--- config.mk ---
export PLATFORM = sky130hd
export DESIGN_NAME = hex_key_avs_responder
export DESIGN_NICKNAME = d
export VERILOG_FILES = /design/src/rtl/hex_key_avs_responder.sv
export SDC_FILE = /design/constraint.sdc
export NUM_CORES = 1
export LEC_CHECK = 0
export ABC_AREA = 1
export BUFFER_PORTS_ARGS = -buffer_cell sky130_fd_sc_hd__buf_2
export CELL_PAD_IN_SITES_DETAIL_PLACEMENT = 1
export CELL_PAD_IN_SITES_GLOBAL_PLACEMENT = 1
export CORE_ASPECT_RATIO = 0.6
export CORE_MARGIN = 2
export CORE_UTILIZATION = 48
export CTS_CLUSTER_SIZE = 16
export DETAILED_ROUTE_END_ITERATION = 8
export GPL_TIMING_DRIVEN = 0
export PLACE_DENSITY = 0.9
export SLEW_MARGIN = 20
export SYNTH_ARGS = -nofsm -noshare
export SYNTH_HDL_FRONTEND = slang
export SYNTH_SLANG_ARGS = --single-unit
--- constraint.sdc ---
create_clock -name clk -period 3.2 [get_ports clk]
set_input_delay 0.32 -clock clk [delete_from_list [all_inputs] [get_ports clk]]
set_output_delay 0.32 -clock clk [all_outputs]
set_load 0.02 [all_outputs]
--- src/rtl/hex_key_avs_responder.sv ---
// hex_key_avs_responder: Avalon-MM responder driving six active-low 7-segment
// displays and capturing pushbutton state and press edges with a level irq.
// Optional build macro HEX_LEADING_ZERO_BLANK_EN blanks leading zero digits in
// decode mode (HEX0 always shows at least "0").
module hex_key_avs_responder #(
  parameter int          RD_LAT    = 1,
  parameter int          BLINK_DIV = 25000000,
  parameter logic [31:0] ID_VAL    = 32'h4845_5831
) (
  input  logic        clk,
  input  logic        rst_n,
  input  logic [2:0]  avs_address,
  input  logic        avs_read,
  input  logic        avs_write,
  input  logic [31:0] avs_writedata,
  input  logic [3:0]  avs_byteenable,
  output logic [31:0] avs_readdata,
  output logic        avs_readdatavalid,
  output logic        avs_waitrequest,
  input  logic [3:0]  key_n,
  output logic        irq,
  output logic [6:0]  hex0,
  output logic [6:0]  hex1,
  output logic [6:0]  hex2,
  output logic [6:0]  hex3,
  output logic [6:0]  hex4,
  output logic [6:0]  hex5
);

  localparam int CW = (BLINK_DIV > 1) ? $clog2(BLINK_DIV) : 1;

  logic        r_waitReq;
  logic        w_rdAcc;
  logic        w_wrAcc;
  logic [31:0] w_beMask;
  logic [31:0] w_rdMux;
  logic [7:0]  w_unused;

  logic [23:0] r_digits;
  logic [5:0]  r_digEn;
  logic        r_rawMode;
  logic        r_blinkEn;
  logic [27:0] r_rawLo;
  logic [13:0] r_rawHi;
  logic [3:0]  r_irqMask;
  logic [3:0]  r_keyEdge;

  logic [3:0]  r_keyMeta;
  logic [3:0]  r_keySync;
  logic [3:0]  r_keyPrev;
  logic [3:0]  w_keyPress;
  logic [3:0]  w_edgeClr;
  logic        r_irq;

  logic [RD_LAT-1:0] r_pipeValid;
  logic [31:0]       r_pipeData [RD_LAT];

  logic [CW-1:0] r_blinkCnt;
  logic          r_phase;

  logic [41:0] w_rawAll;
  logic [5:0]  w_blankLz;
  logic [6:0]  r_hex [6];

  // Active-low glyphs for 0-F, bit 0 = segment a
  function automatic logic [6:0] seg7(input logic [3:0] v);
    case (v)
      4'h0: seg7 = 7'h40;
      4'h1: seg7 = 7'h79;
      4'h2: seg7 = 7'h24;
      4'h3: seg7 = 7'h30;
      4'h4: seg7 = 7'h19;
      4'h5: seg7 = 7'h12;
      4'h6: seg7 = 7'h02;
      4'h7: seg7 = 7'h78;
      4'h8: seg7 = 7'h00;
      4'h9: seg7 = 7'h10;
      4'hA: seg7 = 7'h08;
      4'hB: seg7 = 7'h03;
      4'hC: seg7 = 7'h46;
      4'hD: seg7 = 7'h21;
      4'hE: seg7 = 7'h06;
      default: seg7 = 7'h0E;
    endcase
  endfunction

  assign w_rdAcc  = avs_read & ~avs_write & ~r_waitReq;
  assign w_wrAcc  = avs_write & ~r_waitReq;
  assign w_beMask = {{8{avs_byteenable[3]}}, {8{avs_byteenable[2]}},
                     {8{avs_byteenable[1]}}, {8{avs_byteenable[0]}}};
  assign w_unused = {avs_writedata[31:28], w_beMask[31:28]};

  assign avs_waitrequest   = r_waitReq;
  assign avs_readdatavalid = r_pipeValid[RD_LAT-1];
  assign avs_readdata      = r_pipeData[RD_LAT-1];
  assign irq               = r_irq;

  assign hex0 = r_hex[0];
  assign hex1 = r_hex[1];
  assign hex2 = r_hex[2];
  assign hex3 = r_hex[3];
  assign hex4 = r_hex[4];
  assign hex5 = r_hex[5];

  // Stall the bus through reset and for one cycle after release
  always_ff @(posedge clk or negedge rst_n) begin
    if (!rst_n) r_waitReq <= 1'b1;
    else        r_waitReq <= 1'b0;
  end

  // Byte-lane masked writes to the writable configuration registers
  always_ff @(posedge clk or negedge rst_n) begin
    if (!rst_n) begin
      r_digits  <= '0;
      r_digEn   <= 6'h3F;
      r_rawMode <= 1'b0;
      r_blinkEn <= 1'b0;
      r_rawLo   <= '1;
      r_rawHi   <= '1;
      r_irqMask <= '0;
    end else if (w_wrAcc) begin
      case (avs_address)
        3'd0: r_digits <= (r_digits & ~w_beMask[23:0]) | (avs_writedata[23:0] & w_beMask[23:0]);
        3'd1: begin
          if (avs_byteenable[0]) r_digEn <= avs_writedata[5:0];
          if (avs_byteenable[1]) begin
            r_rawMode <= avs_writedata[8];
            r_blinkEn <= avs_writedata[9];
          end
        end
        3'd2: r_rawLo <= (r_rawLo & ~w_beMask[27:0]) | (avs_writedata[27:0] & w_beMask[27:0]);
        3'd3: r_rawHi <= (r_rawHi & ~w_beMask[13:0]) | (avs_writedata[13:0] & w_beMask[13:0]);
        3'd6: if (avs_byteenable[0]) r_irqMask <= avs_writedata[3:0];
        default: ;
      endcase
    end
  end

  // Two-flop synchronizer for the asynchronous keys plus a previous-value stage
  always_ff @(posedge clk or negedge rst_n) begin
    if (!rst_n) begin
      r_keyMeta <= 4'hF;
      r_keySync <= 4'hF;
      r_keyPrev <= 4'hF;
    end else begin
      r_keyMeta <= key_n;
      r_keySync <= r_keyMeta;
      r_keyPrev <= r_keySync;
    end
  end

  assign w_keyPress = r_keyPrev & ~r_keySync;
  assign w_edgeClr  = (w_wrAcc && avs_address == 3'd5 && avs_byteenable[0]) ?
                      avs_writedata[3:0] : 4'h0;

  // Sticky press edges; a new edge overrides a simultaneous clear
  always_ff @(posedge clk or negedge rst_n) begin
    if (!rst_n) r_keyEdge <= '0;
    else        r_keyEdge <= (r_keyEdge & ~w_edgeClr) | w_keyPress;
  end

  // Registered level interrupt from masked edges
  always_ff @(posedge clk or negedge rst_n) begin
    if (!rst_n) r_irq <= 1'b0;
    else        r_irq <= |(r_keyEdge & r_irqMask);
  end

  // Read data selected from register state at the moment of acceptance
  always_comb begin
    w_rdMux = 32'h0;
    case (avs_address)
      3'd0: w_rdMux = {8'h0, r_digits};
      3'd1: w_rdMux = {22'h0, r_blinkEn, r_rawMode, 2'b00, r_digEn};
      3'd2: w_rdMux = {4'h0, r_rawLo};
      3'd3: w_rdMux = {18'h0, r_rawHi};
      3'd4: w_rdMux = {28'h0, ~r_keySync};
      3'd5: w_rdMux = {28'h0, r_keyEdge};
      3'd6: w_rdMux = {28'h0, r_irqMask};
      default: w_rdMux = ID_VAL;
    endcase
  end

  // Fixed-latency read pipeline; data stages only load behind a valid so the
  // output holds its last value between responses
  always_ff @(posedge clk or negedge rst_n) begin
    if (!rst_n) begin
      r_pipeValid <= '0;
      for (int i = 0; i < RD_LAT; i++) r_pipeData[i] <= '0;
    end else begin
      r_pipeValid[0] <= w_rdAcc;
      if (w_rdAcc) r_pipeData[0] <= w_rdMux;
      for (int i = 1; i < RD_LAT; i++) begin
        r_pipeValid[i] <= r_pipeValid[i-1];
        if (r_pipeValid[i-1]) r_pipeData[i] <= r_pipeData[i-1];
      end
    end
  end

  // Blink timebase; held at zero phase while blinking is off
  always_ff @(posedge clk or negedge rst_n) begin
    if (!rst_n) begin
      r_blinkCnt <= '0;
      r_phase    <= 1'b0;
    end else if (!r_blinkEn) begin
      r_blinkCnt <= '0;
      r_phase    <= 1'b0;
    end else if (r_blinkCnt == CW'(BLINK_DIV - 1)) begin
      r_blinkCnt <= '0;
      r_phase    <= ~r_phase;
    end else begin
      r_blinkCnt <= r_blinkCnt + 1'b1;
    end
  end

  assign w_rawAll = {r_rawHi, r_rawLo};

  // Leading-zero suppression mask, scanning from the most significant digit
  always_comb begin
    w_blankLz = '0;
`ifdef HEX_LEADING_ZERO_BLANK_EN
    begin
      logic nzSeen;
      nzSeen = 1'b0;
      for (int i = 5; i >= 1; i--) begin
        if (r_digEn[i] && r_digits[4*i +: 4] == 4'h0 && !nzSeen) w_blankLz[i] = 1'b1;
        if (r_digEn[i] && r_digits[4*i +: 4] != 4'h0) nzSeen = 1'b1;
      end
    end
`endif
  end

  // Registered display outputs: blink and disable blank, else raw or decoded
  always_ff @(posedge clk or negedge rst_n) begin
    if (!rst_n) begin
      for (int i = 0; i < 6; i++) r_hex[i] <= 7'h7F;
    end else begin
      for (int i = 0; i < 6; i++) begin
        if ((r_blinkEn && r_phase) || !r_digEn[i]) r_hex[i] <= 7'h7F;
        else if (r_rawMode)                        r_hex[i] <= w_rawAll[7*i +: 7];
        else if (w_blankLz[i])                     r_hex[i] <= 7'h7F;
        else                                       r_hex[i] <= seg7(r_digits[4*i +: 4]);
      end
    end
  end

endmodule

# Word-level counts from Yosys, hierarchy flattened
# Memories as Yosys holds them, arrays and structs flattened.
# Index checks and enable logic that the tools add are counted.
[word_totals]
romBits = 672
input_bits = 47
wordCells = 103
memories = 6
ff_bits = 197
[mem_list]
columns = ["memory", "words", "word_bits", "read_ports", "rd_ports_with_merged_regs", "wr", "line", "source"]
rows = [
  ["(name not given)", 16, 7, 1, 0, 0, "67", "case (v)"],
  ["(name not given)", 16, 7, 1, 0, 0, "67", ""],
  ["(name not given)", 16, 7, 1, 0, 0, "67", ""],
  ["(name not given)", 16, 7, 1, 0, 0, "67", ""],
  ["(name not given)", 16, 7, 1, 0, 0, "67", ""],
  ["(name not given)", 16, 7, 1, 0, 0, "67", ""],
]
[op_classes]
muxes = 18
n_reduce_logical = 23
n_eq_ne = 8
addsub = 1
bitwise_logic = 24
[ops]
columns = ["operator", "n"]
rows = [
  ["one-hot mux 31 bit (7 select lines)", 1],
  ["2-to-1 mux 7 bit", 12],
  ["bitwise AND 28 bit", 2],
  ["2-to-1 mux 25 bit", 2],
  ["bitwise AND 24 bit", 2],
  ["bitwise AND 14 bit", 2],
  ["inverter 28 bit", 1],
  ["bitwise OR 28 bit", 1],
  ["adder 25 x 1 -> 25 bit (second input constant)", 1],
  ["== test 25 bit (second input constant)", 1],
  ["inverter 24 bit", 1],
  ["bitwise OR 24 bit", 1],
  ["inverter 14 bit", 1],
  ["bitwise OR 14 bit", 1],
  ["bitwise AND 4 bit", 3],
  ["== test 3 bit (second input constant)", 3],
  ["AND reduction 3 bit", 3],
  ["inverter 4 bit", 2],
  ["== test 3 x 2 -> 1 bit (second input constant)", 2],
  ["zero test 1 bit", 6],
  ["logical OR 1 bit", 6],
  ["AND reduction 2 bit", 3],
  ["2-to-1 mux 4 bit", 1],
  ["bitwise OR 4 bit", 1],
  ["other kinds (8)", 15],
]

# Longest topological paths before layout
# Gate-level depths: netlist (run 1).
[logic_depth]
word_depth = 8
mapped_depth = 10
depth_no_buf = 9

# Worst setup path after synthesis (run 1)
# No wires, ideal clock.
[synth_timing]
path_type = "reg2reg"
from = "reg r_blinkCnt[0]"
to = "reg r_blinkCnt[11]"
t_required_ns = 3.080
setup_ns = 0.120
path_buffers = 1
arrival_time_ns = 1.306
path_stages_with_launch = 10
setup_slack_ns = 1.774
path_cell_list = "dfrtp_1 ha_1 nand2_2 nor2_4 nand3_2 nor2_4 nor2_4 inv_2 buf_12 nor2_1"
[synth_via]
elab_chain_len = 3
elab_cells_between_ends = 4
[synth_lines]
columns = ["item", "line", "source"]
rows = [
  ["start: declaration", "58", "logic [CW-1:0] r_blinkCnt;"],
  ["start signal: assignment", "211", "r_blinkCnt <= r_blinkCnt + 1'b1;"],
  ["adder 25 x 1 -> 25 bit or == test 25 bit (tied branches)", "211, 207", ""],
  ["2-to-1 mux 25 bit *", "207", "end else if (r_blinkCnt == CW'(BLINK_DIV - 1)) begin"],
  ["2-to-1 mux 25 bit *", "204", "end else if (!r_blinkEn) begin"],
]
# Mark *: on every way between the ends. The rest lies on a longest branch, timed or not.
# A chain may end at the register's enable or synchronous reset.

# Final worst setup path (run 1)
[layout_timing]
from = "reg r_rawMode"
to = "reg r_hex, in the netlist hex3[0]"
[layout_via]
elab_chain_len = 2
[layout_lines]
columns = ["item", "line", "source"]
rows = [
  ["start: declaration", "41", "logic r_rawMode;"],
  ["start signal: assignment", "127", "r_rawMode <= avs_writedata[8];"],
  ["2-to-1 mux 7 bit", "239", "else if (r_rawMode) r_hex[i] <= w_rawAll[7*i +: 7];"],
  ["2-to-1 mux 7 bit", "238", "if ((r_blinkEn && r_phase) || !r_digEn[i]) r_hex[i] <= 7'h7F;"],
  ["end signal: indexed assignment", "239", ""],
  ["end signal: indexed assignment", "241", "else r_hex[i] <= seg7(r_digits[4*i +: 4]);"],
  ["end: declaration", "63", "logic [6:0] r_hex [6];"],
]
# No other way between the ends.

==> run_results.csv, run 1 <==
group,metric,value,unit
status,status,"finished, final reports clean",
clocking,ctsLongestPathBuffers,2,
floorplan,die_h,115.9,um
synth,synth_warnings,0,
synth,ys_seq_area_frac,0.4973,
power_and_ir_drop,power_leakage,5.266,nW
clocking,cts_tree,"yes",
timing,drv_slew,0,
floorplan,io_pins,124,
place,io_buffers,114,
timing,final-hold-violation-count,0,
global_routing,grt_usage,0.3407,
synth,yosys.area.top_type_share,0.2700,
floorplan,initial_core_util,0.4957,
synth,synthTopCellsByArea,"dfstp_2 27%, dfrtp_1 23%, nand2_1 11%",
timing,min_period,2.078,ns
worst_setup_path,r2r_start,"r_rawMode",
power_and_ir_drop,p_comb_frac,0.259,
timing,worst_pin_slew,0.9919,ns
detailed_routing,drtAntennaViolNets,0,
worst_setup_path,r2r_slack,1.12,ns
finish,layout-drive-gt1-share,0.2626,
detailed_routing,drt-total-wl,35.86,mm
finish,final_nets,1377,
detailed_routing,met1_length,15.69,mm
finish,syn2layout_area_growth,16.57,%
timing,max-slew-margin-rel,0.3388,
power_and_ir_drop,pwr-share-clk,0.316,
worst_setup_path,critPathMaxFanout,10,
detailed_routing,routed-wl-met3,3.895,mm
timing,skew,0.01456,ns
synth,netlist_area,0.01002,mm^2
place,place.gp.congestion,0.9201,
detailed_routing,drcViolationCount,0,
power_and_ir_drop,switchingPower,0.002627,W
floorplan,rows,40,
place,hpwl,25.58,mm
clocking,cts-root-buf,"clkbuf_16",
timing,rsz0062_at_grt,"false",
power_and_ir_drop,netSwitchingFraction,0.3448,
finish,fillers,2436,
clocking,clk_pin_slew,0.08,ns
detailed_routing,vias,9152,
job,maxCapViolCount,0,
clocking,cts_buffers,17,
global_routing,first_global_vias,9541,
power_and_ir_drop,p_seq_frac,0.426,
worst_setup_path,critPathKind,"flip-flop to flip-flop",
power_and_ir_drop,p_int,0.004992,W
worst_setup_path,worst_ep_arrival_time,2.43,ns
worst_setup_path,cp-end-kind,"flip-flop",
clocking,clock_latency,0.45,ns
worst_setup_path,timing.rr.end,"hex3[0]",
clocking,post_cts_resized,0,
finish,design_area,0.01168,mm^2
global_routing,grt-ovfl-total,0,
worst_setup_path,startpoint_type,"flip-flop",
worst_hold_path,min_path_type,"primary input to flip-flop",
detailed_routing,drt_first_iter_violations,945,
synth,synth_largest_area_cell,"dfstp_2",
floorplan,die_w,190.5,um
detailed_routing,viasPerCell,5.792,
timing,finalCritPeriodShare,0.6493,
synth,synthDistinctLibCells,40,
detailed_routing,met2_length,15.50,mm
synth,synth-seq-cells,194,
timing,setup_violations,0,
synth,syn_area_per_cell,8.707,um^2
detailed_routing,drt-wirelength-per-cell,22.70,um
worst_hold_path,whs_path_depth,3,
timing,fin_setup_tns,0,ns
power_and_ir_drop,vdd_drop_max,0.0004653,V
global_routing,grt_pass1_wl,55.93,mm
floorplan,die_area,0.02209,mm^2
power_and_ir_drop,p_per_area,652.2,mW/mm^2
global_routing,antenna_found_initial,2,
place,dpl_cell_area,0.01098,mm^2
clocking,numClockSinks,194,
detailed_routing,top_layer,"met4",
detailed_routing,dr.pass1.iters,7,
place,post-place-ws,1.261,ns
synth,synthCells,1151,
worst_hold_path,min-delay-start,"avs_writedata[27]",
worst_setup_path,reg2regPathDepth,5,
timing,timing.fmax,481.3,MHz
timing,worst_slack,1.122,ns
worst_setup_path,cp.required,3.55,ns
clocking,htreeDepth,4,
global_routing,grt_max_degree,101,
floorplan,core_area,0.02022,mm^2
cell usage after synthesis (all sizes together):
| cell type | instances |
|---|---|
| nor2 | 111 |
| clkinv | 1 |
| ha | 37 |
| inv | 123 |
| a21oi | 43 |
| xor2 | 8 |
| nor3 | 8 |
| o211ai | 39 |
| xnor2 | 6 |
| nand3 | 58 |
| buf | 25 |
| dfstp | 103 |
| conb | 1 |
| dfrtp | 91 |
| nand2 | 298 |
| a31oi | 3 |
| a21boi | 6 |
| o21ai | 142 |
| o22ai | 15 |
| o2111ai | 2 |
| clkbuf | 21 |
| nand4 | 9 |
| nand3b | 1 |
layout by cell type (no fill, tap or decap), drive strengths merged:
cell type and count:
diode 1, o2111ai 2, conb 4, a21boi 6
nand2 298, o22ai 15, a21oi 43, nor2 111
buf 140, clkinvlp 2, ha 37, nand3b 1
clkinv 3, nor3 8, clkbuf 44, xor2 8
xnor2 6, o21ai 142, inv 123, a31oi 3
dfstp 103, o211ai 39, nand3 58, bufinv 5
dlygate4sd3 5, nand4 9, dfrtp 91
power by group through the flow:
stage / clock (W) / sequential [W] / combinational (W)
floorplan: 0 / 0.00340 / 0.000975
global placement: 0 / 0.00324 / 0.00178
detailed placement: 0 / 0.00326 / 0.00187
CTS: 0.00242 / 0.00323 / 0.00193
global route: 0.00252 / 0.00328 / 0.00214
finish: 0.00241 / 0.00324 / 0.00197
critical path, cell delays in order (launching register included):
cell	delay, ns
dfrtp_1	0.36
clkbuf_1	0.15
inv_2	0.24
clkbuf_1	0.70
nand3_1	0.30
o211ai_1	0.22
worst max-delay path by stage:
stage / startpoint / to / depth (start not counted)
floorplan: r_blinkCnt[0] / r_blinkCnt[11] / 9
global placement: rst_n / avs_readdata[13] / 1
detailed placement: r_rawMode / hex3[0] / 5
CTS: r_rawMode / hex3[0] / 5
global route: r_rawMode / hex3[0] / 5
finish: r_rawMode / hex3[0] / 5
stage by stage:
step | std cells | util | total power (W) | hold slack [ns]
global placement | 1541 | 0.5413 | 0.005019 | 0.3455
finish | 1580 | 0.5778 | 0.007620 | 0.09244
floorplan | 1154 | - | 0.004377 | 0.02441
global route | 1579 | 0.5777 | 0.007939 | 0.1072
detailed placement | 1542 | 0.5432 | 0.005137 | 0.3472
CTS | 1579 | 0.5777 | 0.007586 | 0.08385
cells by family (layout without fill, tap and decap cells):
logic type	Yosys count	in the layout	synth area share
compound gates	250	250	0.1473
buf+inv	170	322	0.07778
fa+ha+maj	37	37	0.04619
flops	194	194	0.4973
other cells	1	5	0.0003742
simple gates	485	485	0.2189
xor+xnor	14	14	0.01223
metal layers:
layer | track usage | vias up
li1 | - | 4019
met1 | 0.4791 | 4591
met2 | 0.5084 | 466
met3 | 0.09540 | 76
met4 | 0.1189 | 0
met5 | 0 | -
cell type report:
type | instances | area (um^2) | area share
Multi-Input combinational cell | 790 | 4270 | 0.3655
Antenna cell | 1 | 2.502 | 0.0002142
Timing Repair Buffer | 120 | 658.1 | 0.05633
Clock buffer | 23 | 467.9 | 0.04006
Sequential cell | 194 | 4984 | 0.4266
Clock inverter | 9 | 178.9 | 0.01532
Inverter | 124 | 475.5 | 0.04070
Buffer | 46 | 304.0 | 0.02603
Tap cell | 273 | 341.6 | 0.02924
repair_timing:
| item | CTS | global route |
|---|---|---|
| setup buffers | 0 | 0 |
| hold buffers | 5 | 0 |
| hold endpoints to repair | 58 | 0 |
(Power assumes the default switching activity.)
==> inputs of run 2 (changes only) <==
ABC_AREA = 0   (was 1)
CORE_UTILIZATION = 47   (was 48)
PLACE_DENSITY = 0.85   (was 0.9)
clock period = 2.15 ns   (was 3.2 ns; I/O delays follow)
==> run 2 against run 1 <==
  * Synthesized cell count down 24%
  * Via count down 16%
  * Global-route usage down 4.7 points
  * Sequential cell count unchanged
  * Routed wire length down 13%
  * Core utilization down 0.17 points
  * Clock skew down 0.00064 ns
  * Design area about the same
  * Sequential share of layout area up 0.072 points
  * Cell count down 17%
  * Clock power up 47%
  * Total power up 53%
  * Critical path type unchanged
  * Largest power group unchanged
  * Highest routed layer unchanged
==> run_results.csv, run 2 <==
group,metric,value,unit
global_routing,first_global_vias,7880,
worst_setup_path,startpoint_type,"flip-flop",
power_and_ir_drop,power_leakage,5.048,nW
floorplan,initial_core_util,0.4857,
synth,async_flop_share,1.000,
global_routing,antenna_found_initial,1,
timing,rsz0062_at_grt,"true",
clocking,clock_latency,0.46,ns
clocking,cts-root-buf,"clkbuf_16",
detailed_routing,drcViolationCount,0,
synth,synth-seq-cells,194,
global_routing,grt_usage,0.2933,
detailed_routing,drt-total-wl,31.31,mm
detailed_routing,viasPerCell,5.898,
place,place.gp.congestion,0.9530,
synth,yosysMostFrequentCell,"dfstp_2",
synth,synth_warnings,0,
worst_setup_path,cp.required,2.54,ns
finish,layout-drive-gt1-share,0.3699,
detailed_routing,drtAntennaViolNets,0,
synth,yosys.area.top_type_share,0.2749,
place,io_buffers,115,
synth,synth_edf_count,0,
global_routing,grt_max_degree,75,
finish,post-route-util,0.5761,
floorplan,die_w,190.9,um
synth,synthCells,875,
power_and_ir_drop,vdd_drop_max,0.0006698,V
detailed_routing,drt-wirelength-per-cell,23.88,um
worst_hold_path,whs_path_depth,2,
timing,final-hold-violation-count,0,
worst_hold_path,min-delay-start,"avs_writedata[15]",
worst_setup_path,r2r_start,"r_blinkCnt[7]",
synth,ys_seq_area_frac,0.5062,
job,maxCapViolCount,0,
timing,drv_slew,0,
power_and_ir_drop,p_per_area,999.3,mW/mm^2
synth,synthDistinctLibCells,53,
finish,final_common_cell,"buf_2",
finish,antenna_cells,0,
worst_setup_path,cp-end-kind,"flip-flop",
detailed_routing,drt_first_iter_violations,658,
detailed_routing,dr.pass1.iters,5,
global_routing,grt-ovfl-total,0,
clocking,ctsLongestPathBuffers,2,
worst_setup_path,critPathMaxFanout,5,
timing,skew,0.01392,ns
timing,worst_pin_slew,0.9812,ns
clocking,cts_tree,"yes",
clocking,clk_pin_slew,0.08,ns
synth,syn_area_per_cell,11.25,um^2
synth,yosys_most_used_dff,"dfstp_2",
timing,min_period,2.144,ns
worst_setup_path,timing.rr.end,"r_phase",
worst_setup_path,r2r_slack,0.006,ns
detailed_routing,vias,7732,
clocking,cts_buffers,17,
finish,syn2layout_area_growth,18.60,%
timing,timing.fmax,466.3,MHz
finish,fillers,2218,
floorplan,die_area,0.02216,mm^2
synth,netlist_area,0.009846,mm^2
worst_hold_path,min_path_type,"primary input to flip-flop",
floorplan,die_h,116.1,um
floorplan,io_pins,124,
worst_setup_path,reg2regPathDepth,4,
clocking,numClockSinks,194,
timing,max-slew-margin-rel,0.3459,
clocking,htreeDepth,4,
finish,mostFrequentLayoutCells,"117 x buf_2, 103 x dfstp_2, 94 x nand2_1, 86 x dfrtp_1, 82 x mux2_2",
floorplan,core_area,0.02027,mm^2
timing,finalCritPeriodShare,0.9974,
timing,holdWs,0.01145,ns
synth,synthTopCellsByArea,"dfstp_2 27%, dfrtp_1 23%, mux2_2 9.4%",
worst_setup_path,critPathKind,"flip-flop to flip-flop",
finish,final_nets,1109,
floorplan,rows,40,
global_routing,grt_pass1_wl,47.63,mm
worst_setup_path,crit_start,"r_blinkCnt[7]",
synth,synth_largest_area_cell,"dfstp_2",
status,status,"finished, final reports clean",
timing,setup_violations,0,
synth,synth.top_cells.by_count,"103 x dfstp_2, 94 x nand2_1, 91 x dfrtp_1",
place,hpwl,21.99,mm
worst_setup_path,worst_ep_arrival_time,2.53,ns
run 2: cell types whose count changed in the layout (fill, tap and decap cells not counted), sizes merged, moves of 50 or more:
cell,previous run,this run
nor2,111,41
nand2,298,94
mux2,0,82
mux2i,0,56
o21ai,142,50
inv,123,36
nand3,58,8
run 2: cells by family (layout without fill, tap and decap cells):
group	after synthesis	after routing	share of synthesized area
buffers and inverters	86	246	0.03495
muxes	149	149	0.1759
DFF	194	194	0.5062
other	1	4	0.0003809
and+or+nand+nor	245	245	0.1250
adders and majority gates	37	37	0.04702
xor gates and xnor gates	11	11	0.009785
AOI/OAI and AO/OA	152	152	0.1008
run 2: per-layer routing:
layer	share of wire	vias to the layer above	track usage
li1	-	3392	-
met5	0	-	0
met1	0.47	4007	0.4316
met2	0.44	293	0.4329
met4	0.012	0	0.07390
met3	0.078	40	0.07722
run 2: worst max-delay path by stage:
stage | to | slack [ns] | depth (start not counted)
after floorplan | r_blinkCnt[21] | 0.14 | 5
after CTS | flip-flop | -0.08 | 6
final | r_phase | 0.006 | 4
after global placement | avs_readdata[30] | -2.24 | 1
after detailed placement | flip-flop | -0.50 | 6
after global routing | r_blinkCnt[21] | -0.04 | 5
run 2: repair_timing:
item                                    in CTS  in global routing
resized for setup                           14                 14
hold buffers                                 7                  0
hold endpoints to repair                    35                  0
pin swaps                                    1                  1
buffers inserted                             3                  3
endpoints found under the setup margin      77                 75
run 2: layout make-up:
| cell class | count | area [um^2] | area share |
|---|---|---|---|
| multi-input cells | 598 | 4583 | 0.3925 |
| clock buffers | 19 | 464.2 | 0.03975 |
| inverters | 30 | 112.6 | 0.009643 |
| well taps | 273 | 341.6 | 0.02925 |
| clock inverters | 13 | 185.2 | 0.01586 |
| flip-flops and latches | 194 | 4990 | 0.4273 |
| repair buffers | 130 | 755.7 | 0.06472 |
| plain buffers | 54 | 245.2 | 0.02100 |
run 2: power by group:
| group | switching (W) | internal [W] | total (W) |
|---|---|---|---|
| Combinational | 0.00190 | 0.00122 | 0.00312 |
| Sequential | 0.000509 | 0.00449 | 0.00500 |
| Clock | 0.00158 | 0.00197 | 0.00355 |
run 2: worst max-delay path, stage by stage (launching register included):
cell and delay [ns]:
dfrtp_2 0.46, or4_1 0.52, or4_4 0.59, or3_1 0.36, a21boi_1 0.14
run 2: through the flow:
step	power (W)	area [um^2]	setup TNS (ns)	setup slack (ns)	std cells
after floorplan	0.006848	9857	0	0.1387	878
after global placement	0.007862	10770	-333.28	-2.241	1266
after detailed placement	0.008023	10840	-26.27	-0.5033	1268
after CTS	0.01165	11640	-0.5725	-0.07873	1310
after global routing	0.01216	11680	-0.3334	-0.04483	1311
final	0.01167	11680	0	0.005546	1311
==> inputs of run 3 (changes only) <==
ABC_AREA = 1   (was 0)
CORE_UTILIZATION = 44   (was 47)
PLACE_DENSITY = 0.84   (was 0.85)
SLEW_MARGIN = 10   (was 20)
==> run 3 against run 2 <==
  * Via count increased by 15%
  * Design area increased by 0.49%
  * Register-to-register slack improved by 0.03 ns
  * Global-route usage increased by 1.4 points
  * Sequential power decreased by 3%
  * First-iteration DRC count increased by 3.3%
  * Hold slack improved by 0.0016 ns
  * Clock power decreased by 3%
  * Critical path type unchanged
  * Largest cell class unchanged
  * Largest power group unchanged
==> run_results.csv, run 3 (synthesis gave the netlist of run 1 again) <==
group,metric,value,unit
timing,finalCritPeriodShare,0.9839,
timing,final-hold-violation-count,0,
detailed_routing,drt-wirelength-per-cell,21.74,um
timing,max-slew-margin-rel,0.3914,
detailed_routing,drtAntennaViolNets,0,
power_and_ir_drop,power_leakage,5.264,nW
global_routing,grt_busiest_layer,"met1",
finish,final_common_cell,"nand2_1",
clocking,cts_buffers,17,
finish,syn2layout_area_growth,17.09,%
timing,timing.fmax,472.7,MHz
floorplan,core_area,0.02218,mm^2
worst_setup_path,cp-end-kind,"flip-flop",
clocking,ctsLongestPathBuffers,2,
timing,holdWs,0.01300,ns
global_routing,first_global_vias,9191,
detailed_routing,dr.pass1.iters,5,
clocking,cts_tree,"yes",
floorplan,die_h,120.9,um
power_and_ir_drop,p_per_area,951.5,mW/mm^2
global_routing,grt_usage,0.3072,
detailed_routing,drcViolationCount,0,
clocking,cts-root-buf,"clkbuf_16",
detailed_routing,drt_first_iter_violations,680,
place,hpwl,25.65,mm
floorplan,rows,42,
clocking,numClockSinks,194,
floorplan,initial_core_util,0.4519,
global_routing,grt_max_degree,102,
worst_setup_path,worst_ep_arrival_time,2.48,ns
floorplan,io_pins,124,
global_routing,grt_pass1_wl,54.21,mm
floorplan,die_w,198.8,um
timing,drv_slew,0,
job,maxCapViolCount,0,
worst_setup_path,startpoint_type,"flip-flop",
finish,post-route-util,0.5292,
detailed_routing,vias,8929,
timing,rsz0062_at_grt,"false",
finish,layout-drive-gt1-share,0.2616,
timing,worst_pin_slew,0.9129,ns
place,dp.cells,1577,
finish,antenna_cells,0,
finish,fillers,2694,
finish,mostFrequentLayoutCells,"285 x nand2_1, 121 x buf_2, 112 x inv_1, 103 x dfstp_2, 93 x nor2_1",
status,status,"finished, final reports clean",
global_routing,use_met3,0.07782,
clocking,clk_pin_slew,0.07,ns
worst_setup_path,cp.required,2.51,ns
detailed_routing,viasPerCell,5.515,
timing,skew,0.01210,ns
detailed_routing,drt-total-wl,35.20,mm
clocking,post_cts_resized,0,
worst_hold_path,min_path_type,"primary input to flip-flop",
worst_setup_path,critPathMaxFanout,10,
global_routing,grt-ovfl-total,0,
worst_setup_path,critPathKind,"flip-flop to flip-flop",
clocking,clock_latency,0.46,ns
clocking,htreeDepth,4,
timing,setup_violations,0,
power_and_ir_drop,vdd_drop_max,0.0006013,V
place,io_buffers,114,
global_routing,grt_util_met2,0.4347,
global_routing,grtUsageMet1,0.4632,
place,place.gp.congestion,0.9305,
timing,min_period,2.115,ns
finish,finalNonFillerCells,1619,
floorplan,die_area,0.02404,mm^2
global_routing,antenna_found_initial,0,
finish,final_nets,1382,
==> run 3: area by class of cell <==
type	instances	area, um^2	share of cell area
clock inverter	8	126.4	0.01077
sequential	194	4984	0.4247
tap	308	385.4	0.03284
inverter	124	475.5	0.04052
clock buffer	24	481.7	0.04105
timing repair buffer	125	708.2	0.06035
multi-input combinational	790	4270	0.3639
buffer	46	304.0	0.02591
==> run 3: path summary, 6_finish.rpt <==
kind                       depth (start not counted)  slack (ns)              end         startpoint
hold reg to reg                                    0        0.36     r_keySync[0]       r_keyMeta[0]
setup / recovery                                   5        0.03          hex2[3]          r_rawMode
max in group asynchronous                          3        0.84     r_keySync[0]              rst_n
min in group asynchronous                          2        0.34  avs_readdata[3]              rst_n
setup reg to reg                                   5        0.03          hex2[3]          r_rawMode
hold / removal                                     3        0.01        flip-flop  avs_writedata[19]
==> run 3: metal layers <==
metal / up-vias / routed length [um]
met4: 0 / 588
met1: 4475 / 16650
met3: 39 / 3194
met2: 382 / 14770
li1: 4033 / -
met5: - / 0
==> run 3: per-stage QoR <==
stage	power, W	instance area [um^2]	setup TNS, ns	setup slack, ns
6_report	0.01117	11740	0	0.03469
5_1_grt	0.01165	11740	0	0.02296
4_1_cts	0.01114	11740	0	0.1158
2_1_floorplan	0.006515	10030	0	0.7239
3_5_place_dp	0.007670	11030	0	0.1511
3_3_place_gp	0.007519	10990	-330.21	-2.344
==> run 3: critical path, stage by stage (launching register included) <==
cell	delay [ns]
dfrtp_1	0.37
clkbuf_1	0.15
inv_2	0.27
clkbuf_1	0.68
o211ai_1	0.34
o211ai_1	0.21
==> run 3: what timing repair did <==
action	4_1_cts	5_1_grt
setup buffers	0	0
hold buffers	10	0
hold endpoints to repair	62	0
==> run 3: report_power, final <==
group	internal, W	total, W	switching, W
Clock	0.00193	0.00343	0.00150
Combinational	0.000877	0.00291	0.00203
Sequential	0.00443	0.00483	0.000399
Total	0.00723	0.0112	0.00393
